**config.mk**
```make
export PLATFORM = sky130hd
export DESIGN_NAME = mcs_io_master_flat
export DESIGN_NICKNAME = d
export VERILOG_FILES = /design/src/rtl/mcs_io_pkg.sv /design/src/rtl/mcs_io_master_if.sv /design/src/rtl/mcs_io_master.sv /design/src/flat_wrapper.sv
export SDC_FILE = /design/constraint.sdc
export NUM_CORES = 1
export LEC_CHECK = 0
export CAP_MARGIN = 30
export CORE_ASPECT_RATIO = 0.8
export CORE_UTILIZATION = 40
export CTS_CLUSTER_SIZE = 30
export DETAILED_ROUTE_END_ITERATION = 7
export PLACE_DENSITY = 0.86
export SYNTH_ARGS = -nofsm -noshare
export SYNTH_HDL_FRONTEND = slang
export SYNTH_SLANG_ARGS = --single-unit
```
**constraint.sdc**
```tcl
create_clock -name clk -period 2.2 [get_ports clk]
set_input_delay 0.22 -clock clk [delete_from_list [all_inputs] [get_ports clk]]
set_output_delay 0.22 -clock clk [all_outputs]
set_load 0.02 [all_outputs]
```
**src/rtl/mcs_io_pkg.sv**
```systemverilog
// Shared types for the MCS IO-bus initiator.
package mcs_io_pkg;

  typedef enum logic [1:0] {IDLE, STROBE, WAIT, RESP} io_state_t;

  localparam logic [3:0] IO_BE_ALL = 4'hF;

endpackage

```
**src/rtl/mcs_io_master_if.sv**
```systemverilog
// Command/response handshake plus MCS IO-bus signals of the initiator.
interface mcs_io_master_if;

  logic        cmd_valid;
  logic        cmd_ready;
  logic        cmd_write;
  logic [31:0] cmd_addr;
  logic [31:0] cmd_wdata;
  logic [3:0]  cmd_be;

  logic        rsp_valid;
  logic        rsp_ready;
  logic [31:0] rsp_rdata;
  logic        rsp_err;

  logic        io_addr_strobe;
  logic        io_read_strobe;
  logic        io_write_strobe;
  logic [31:0] io_address;
  logic [3:0]  io_byte_enable;
  logic [31:0] io_write_data;
  logic [31:0] io_read_data;
  logic        io_ready;

  modport master (
    input  cmd_valid, cmd_write, cmd_addr, cmd_wdata, cmd_be, rsp_ready,
           io_read_data, io_ready,
    output cmd_ready, rsp_valid, rsp_rdata, rsp_err,
           io_addr_strobe, io_read_strobe, io_write_strobe,
           io_address, io_byte_enable, io_write_data
  );

  modport slave (
    output cmd_valid, cmd_write, cmd_addr, cmd_wdata, cmd_be, rsp_ready,
           io_read_data, io_ready,
    input  cmd_ready, rsp_valid, rsp_rdata, rsp_err,
           io_addr_strobe, io_read_strobe, io_write_strobe,
           io_address, io_byte_enable, io_write_data
  );

endinterface

```
**src/rtl/mcs_io_master.sv**
```systemverilog
// MCS IO-bus initiator: one valid/ready command becomes one strobe/ready
// bus transaction, answered on a response handshake with data or timeout.
module mcs_io_master
  import mcs_io_pkg::*;
#(
  parameter int          TIMEOUT_CYCLES = 255,
  parameter logic [31:0] ERR_RDATA      = 32'hDEAD_BEEF
) (
  input  logic           clk,
  input  logic           reset,
  mcs_io_master_if.master bus
);

  localparam int                CNT_W    = $clog2(TIMEOUT_CYCLES + 1);
  localparam logic [CNT_W-1:0]  CNT_LAST = CNT_W'(TIMEOUT_CYCLES - 1);
  localparam logic [CNT_W-1:0]  CNT_ONE  = CNT_W'(1);

  io_state_t        r_state;
  io_state_t        w_state_nxt;
  logic [CNT_W-1:0] r_cnt;
  logic             r_write;
  logic             r_addr_strobe, r_read_strobe, r_write_strobe;
  logic [31:0]      r_address, r_write_data, r_rsp_rdata;
  logic [3:0]       r_byte_enable;
  logic             r_rsp_valid, r_rsp_err;

  logic             w_accept, w_io_done, w_timeout, w_rsp_hs;
  logic [31:0]      w_rsp_rdata_nxt;

  assign bus.cmd_ready = (r_state == IDLE);

  assign w_accept  = bus.cmd_valid && (r_state == IDLE);
  // io_ready only counts while a transaction is on the bus; timeout loses to it
  assign w_io_done = bus.io_ready && ((r_state == STROBE) || (r_state == WAIT));
  assign w_timeout = (r_state == WAIT) && !bus.io_ready && (r_cnt == CNT_LAST);
  assign w_rsp_hs  = (r_state == RESP) && bus.rsp_ready;

  always_ff @(posedge clk) begin
    if (reset) r_state <= IDLE;
    else       r_state <= w_state_nxt;
  end

  always_comb begin
    w_state_nxt = r_state;
    case (r_state)
      IDLE:    if (w_accept) w_state_nxt = STROBE;
      STROBE:  w_state_nxt = w_io_done ? RESP : WAIT;
      WAIT:    if (w_io_done || w_timeout) w_state_nxt = RESP;
      RESP:    if (w_rsp_hs) w_state_nxt = IDLE;
      default: w_state_nxt = IDLE;
    endcase
  end

  always_comb begin
    w_rsp_rdata_nxt = 32'h0;
    if (!r_write) w_rsp_rdata_nxt = w_io_done ? bus.io_read_data : ERR_RDATA;
  end

  always_ff @(posedge clk) begin
    if (reset) begin
      r_cnt          <= '0;
      r_write        <= 1'b0;
      r_addr_strobe  <= 1'b0;
      r_read_strobe  <= 1'b0;
      r_write_strobe <= 1'b0;
      r_address      <= 32'h0;
      r_byte_enable  <= 4'h0;
      r_write_data   <= 32'h0;
      r_rsp_valid    <= 1'b0;
      r_rsp_rdata    <= 32'h0;
      r_rsp_err      <= 1'b0;
    end else begin
      r_addr_strobe  <= w_accept;
      r_read_strobe  <= w_accept && !bus.cmd_write;
      r_write_strobe <= w_accept && bus.cmd_write;
      if (w_accept) begin
        r_cnt         <= '0;
        r_write       <= bus.cmd_write;
        r_address     <= bus.cmd_addr;
        r_byte_enable <= bus.cmd_write ? bus.cmd_be : IO_BE_ALL;
        r_write_data  <= bus.cmd_wdata;
      end else if ((r_state == WAIT) && !w_io_done && !w_timeout) begin
        r_cnt <= r_cnt + CNT_ONE;
      end
      if (w_io_done || w_timeout) begin
        r_rsp_valid <= 1'b1;
        r_rsp_rdata <= w_rsp_rdata_nxt;
        r_rsp_err   <= w_timeout;
      end else if (w_rsp_hs) begin
        r_rsp_valid <= 1'b0;
      end
    end
  end

  assign bus.io_addr_strobe  = r_addr_strobe;
  assign bus.io_read_strobe  = r_read_strobe;
  assign bus.io_write_strobe = r_write_strobe;
  assign bus.io_address      = r_address;
  assign bus.io_byte_enable  = r_byte_enable;
  assign bus.io_write_data   = r_write_data;
  assign bus.rsp_valid       = r_rsp_valid;
  assign bus.rsp_rdata       = r_rsp_rdata;
  assign bus.rsp_err         = r_rsp_err;

endmodule

```
**src/flat_wrapper.sv**
```systemverilog
// flat-port wrapper written by rule: the top's interface ports become plain ports
module mcs_io_master_flat import mcs_io_pkg::*;
#(
  parameter int          TIMEOUT_CYCLES = 255,
  parameter logic [31:0] ERR_RDATA      = 32'hDEAD_BEEF
)
  (clk, reset, bus_cmd_valid, bus_cmd_write, bus_cmd_addr, bus_cmd_wdata, bus_cmd_be, bus_rsp_ready, bus_io_read_data, bus_io_ready, bus_cmd_ready, bus_rsp_valid, bus_rsp_rdata, bus_rsp_err, bus_io_addr_strobe, bus_io_read_strobe, bus_io_write_strobe, bus_io_address, bus_io_byte_enable, bus_io_write_data);
  mcs_io_master_if bus_i ();
  input  logic clk;
  input  logic reset;
  input wire logic [$bits(bus_i.cmd_valid)-1:0] bus_cmd_valid;
  input wire logic [$bits(bus_i.cmd_write)-1:0] bus_cmd_write;
  input wire logic [$bits(bus_i.cmd_addr)-1:0] bus_cmd_addr;
  input wire logic [$bits(bus_i.cmd_wdata)-1:0] bus_cmd_wdata;
  input wire logic [$bits(bus_i.cmd_be)-1:0] bus_cmd_be;
  input wire logic [$bits(bus_i.rsp_ready)-1:0] bus_rsp_ready;
  input wire logic [$bits(bus_i.io_read_data)-1:0] bus_io_read_data;
  input wire logic [$bits(bus_i.io_ready)-1:0] bus_io_ready;
  output wire logic [$bits(bus_i.cmd_ready)-1:0] bus_cmd_ready;
  output wire logic [$bits(bus_i.rsp_valid)-1:0] bus_rsp_valid;
  output wire logic [$bits(bus_i.rsp_rdata)-1:0] bus_rsp_rdata;
  output wire logic [$bits(bus_i.rsp_err)-1:0] bus_rsp_err;
  output wire logic [$bits(bus_i.io_addr_strobe)-1:0] bus_io_addr_strobe;
  output wire logic [$bits(bus_i.io_read_strobe)-1:0] bus_io_read_strobe;
  output wire logic [$bits(bus_i.io_write_strobe)-1:0] bus_io_write_strobe;
  output wire logic [$bits(bus_i.io_address)-1:0] bus_io_address;
  output wire logic [$bits(bus_i.io_byte_enable)-1:0] bus_io_byte_enable;
  output wire logic [$bits(bus_i.io_write_data)-1:0] bus_io_write_data;
  assign bus_i.cmd_valid = bus_cmd_valid;
  assign bus_i.cmd_write = bus_cmd_write;
  assign bus_i.cmd_addr = bus_cmd_addr;
  assign bus_i.cmd_wdata = bus_cmd_wdata;
  assign bus_i.cmd_be = bus_cmd_be;
  assign bus_i.rsp_ready = bus_rsp_ready;
  assign bus_i.io_read_data = bus_io_read_data;
  assign bus_i.io_ready = bus_io_ready;
  assign bus_cmd_ready = bus_i.cmd_ready;
  assign bus_rsp_valid = bus_i.rsp_valid;
  assign bus_rsp_rdata = bus_i.rsp_rdata;
  assign bus_rsp_err = bus_i.rsp_err;
  assign bus_io_addr_strobe = bus_i.io_addr_strobe;
  assign bus_io_read_strobe = bus_i.io_read_strobe;
  assign bus_io_write_strobe = bus_i.io_write_strobe;
  assign bus_io_address = bus_i.io_address;
  assign bus_io_byte_enable = bus_i.io_byte_enable;
  assign bus_io_write_data = bus_i.io_write_data;
  mcs_io_master #(.TIMEOUT_CYCLES(TIMEOUT_CYCLES), .ERR_RDATA(ERR_RDATA)) u_core (.clk(clk), .reset(reset), .bus(bus_i));
endmodule
```
==> results.py <==
metrics = {
    "outcome": {
        "status": "complete, no violations",
    },
    "critical_path": {
        "required_ps": 1980,
        "cp-end-kind": "output port",
        "crit_fanout": 5,
        "crit_arrival_ps": 1810,
        "path_class": "register to output port",
        "startpoint_type": "register",
    },
    "clock_tree": {
        "htree_levels": 4,
        "clock_sinks": 116,
        "cts_hold_buf": 0,
        "cts_made_buffers": 17,
        "clock_path_buffers": 2,
        "path_clk_slew_ps": 50,
        "cts_root_buffer": "clkbuf_16",
        "tritoncts": "built",
        "clock_latency_ps": 410,
    },
    "detailed_routing": {
        "drc": 0,
        "final_antenna_net_count": 0,
        "wire_per_inst_um": 16.1,
        "drt_iter0_drc": 237,
        "routed_wl_um": 13200,
        "routed_via_density": 4.98,
        "dr.pass1.iters": 5,
        "dr_total_vias": 4071,
    },
    "synth": {
        "synth_cell_types": 39,
        "syn_nets": 569,
        "synth_area_leaders": "dfxtp_1, nand2_1, a21oi_1",
        "ys_async_sr_fraction_pct": 0,
        "synth_seq_cells": 116,
        "synthFlopType": "dfxtp_1",
        "synth-edff-count": 0,
        "synth_top_area_share_pct": 55.5,
        "yosysTopAreaCell": "dfxtp_1",
        "syn_area_um2": 4180,
        "avgSynthCellArea_um2": 9.15,
        "synthCells": 457,
        "seq_area_frac_synth_pct": 55.5,
        "yosysWarningCount": 0,
    },
    "global_routing": {
        "antenna_found_initial": 0,
        "grt_pass1_wl_um": 20200,
        "grtUsageMet1_pct": 26.1,
        "busiest_layer": "met2",
        "use_met3_pct": 10.9,
        "grt_pass1_vias": 4115,
        "grt_usage_pct": 24.7,
        "grt_overflow": 0,
        "grt_util_met2_pct": 43.1,
        "grt_max_degree": 42,
    },
    "power": {
        "power_density_nw_per_um2": 1250,
        "p_leak_nw": 2.72,
        "ir_drop_mv": 0.651,
        "power.total_w": 0.00886,
    },
    "floorplan": {
        "design.core.area_um2": 9890,
        "chipWidth_um": 116,
        "num_rows": 32,
        "start_util_pct": 42.3,
        "dieArea_um2": 10900,
        "pin_count": 212,
        "die_h_um": 93.5,
    },
    "cells_and_area": {
        "fin_util_pct": 71.8,
        "final_nets": 780,
        "drive_gt1_share_pct": 12.0,
        "n_antenna_cell": 0,
        "syn2layout_area_growth_pct": 69.7,
        "final_cells": 817,
    },
    "sta": {
        "post-route-period-util_pct": 92.2,
        "tightest_slew_ps": 555,
        "hold_violations": 0,
        "finalSetupViolations": 0,
        "fin_setup_tns_ps": 0,
        "slew_headroom_pct": 62.8,
        "post-route-min-period_ps": 2030,
        "rsz0062_at_grt": "false",
        "fmax_mhz": 493,
        "clock_skew_ps": 12.2,
        "slew_violations": 0,
    },
    "flow_run": {
        "maxCapViolations": 0,
    },
    "placement": {
        "dp.cells": 785,
        "gp_congestion": 0.887,
        "dp_hpwl_um": 8990,
        "numPortBuffers": 211,
    },
    "hold_path": {
        "min_path_type": "primary input to register",
    },
}
==> cell type report <==
cell class / count / area [µm²]
clock buffer: 19 / 453
clock inverter: 13 / 204
fill: 713 / 2790
inverter: 7 / 26.3
multi-input combinational: 303 / 1700
sequential: 116 / 2320
tap: 136 / 170
timing repair buffer: 223 / 2220
==> cell families after synthesis <==
family,count (synthesis),share of synthesized area (%)
buffers and inverters,38,4.01
xor gates and xnor gates,5,1.05
and+or+nand+nor,173,17.6
AOI/OAI and AO/OA,119,20.0
adders and majority gates,6,1.80
DFF,116,55.5
==> power breakdown <==
group | internal [W] | switching, W
Sequential | 0.00254 | 0.000254
Combinational | 0.00137 | 0.00164
Clock | 0.00207 | 0.000978
==> timing repair <==
item	CTS	global route
buffers inserted	0	0
setup endpoints to repair	0	6
resized for setup	0	1
==> metrics by stage <==
step                      setup WS (ps)  hold slack [ps]  area, µm²
final                               172              255       7100
after global routing               64.6              269       7100
after CTS                           141              223       7090
after detailed placement            132              447       6440
after global placement              203              441       6440
after floorplan                     403              299       4180
==> Yosys cell counts (2+ instances only) <==
cell and number:
inv_1 7, a211oi_1 3, a21oi_2 2, a21oi_1 69
nor2_1 15, nand2_1 135, nor3_1 7, clkbuf_1 25
ha_1 6, o211ai_1 3, dfxtp_1 116, and3_2 2
a22o_1 8, xor2_1 4, buf_6 3, and3_1 2
buf_2 2, o221a_2 24, nor3b_1 4
==> layout by cell type, fill, tap and decap left out, drive strengths merged <==
master         synthesis  routed
a41o                   1       1
ha                     6       6
o211ai                 3       3
nand2                136     136
bufinv                 0       5
clkinv                 0       6
a21boi                 1       1
o221a                 24      24
inv                    7       8
or3                    1       1
nand4                  2       2
and2                   1       1
o21a                   1       1
a22o                   8       8
dfxtp                116     116
or4                    1       1
xnor2                  1       1
nor3b                  4       4
clkinvlp               0       1
and3                   4       4
buf                    6      13
nor2                  15      15
a211oi                 3       3
o21ai                  2       2
clkbuf                25      19
nor3                   7       7
a21oi                 71      71
a311oi                 1       1
o31ai                  2       2
and4                   1       1
o2111ai                1       1
nand4b                 1       1
clkdlybuf4s50          0     210
a22oi                  1       1
xor2                   4       4
==> worst max-delay path, stage by stage (launching register included) <==
cell             delay [ps]
dfxtp_1                 340
inv_1                   130
ha_1                    270
clkdlybuf4s50_1         670
==> registers in the layout (all words and copies together), names as in the netlist, 2 cells and up <==
| signal | count |
|---|---|
| u_core.bus.io_byte_enable | 4 |
| u_core.bus.rsp_rdata | 32 |
| u_core.r_state | 2 |
| u_core.r_cnt | 8 |
| u_core.bus.io_address | 32 |
| u_core.bus.io_write_data | 32 |
==> layer usage <==
| layer | share of wire (%) | vias up |
|---|---|---|
| li1 | - | 1995 |
| met1 | 40 | 1880 |
| met2 | 49 | 182 |
| met3 | 10 | 14 |
| met4 | 1.2 | 0 |
| met5 | 0 | - |
==> final timing paths <==
path | from | endpoint | slack [ps] | cells after the start
max | u_core.r_state[0]$_SDFFE_PP0P_ | bus_cmd_ready | 170 | 3
min | reset | u_core.bus.io_write_strobe$_SDFF_PP0_ | 250 | 3
max reg2reg | u_core.r_state[0]$_SDFFE_PP0P_ | u_core.r_state[1]$_SDFFE_PP0P_ | 180 | 6
min reg2reg | u_core.bus.io_write_data[3]$_SDFFE_PP0P_ | u_core.bus.io_write_data[3]$_SDFFE_PP0P_ | 450 | 2
Power figures use the tool's default switching activity.
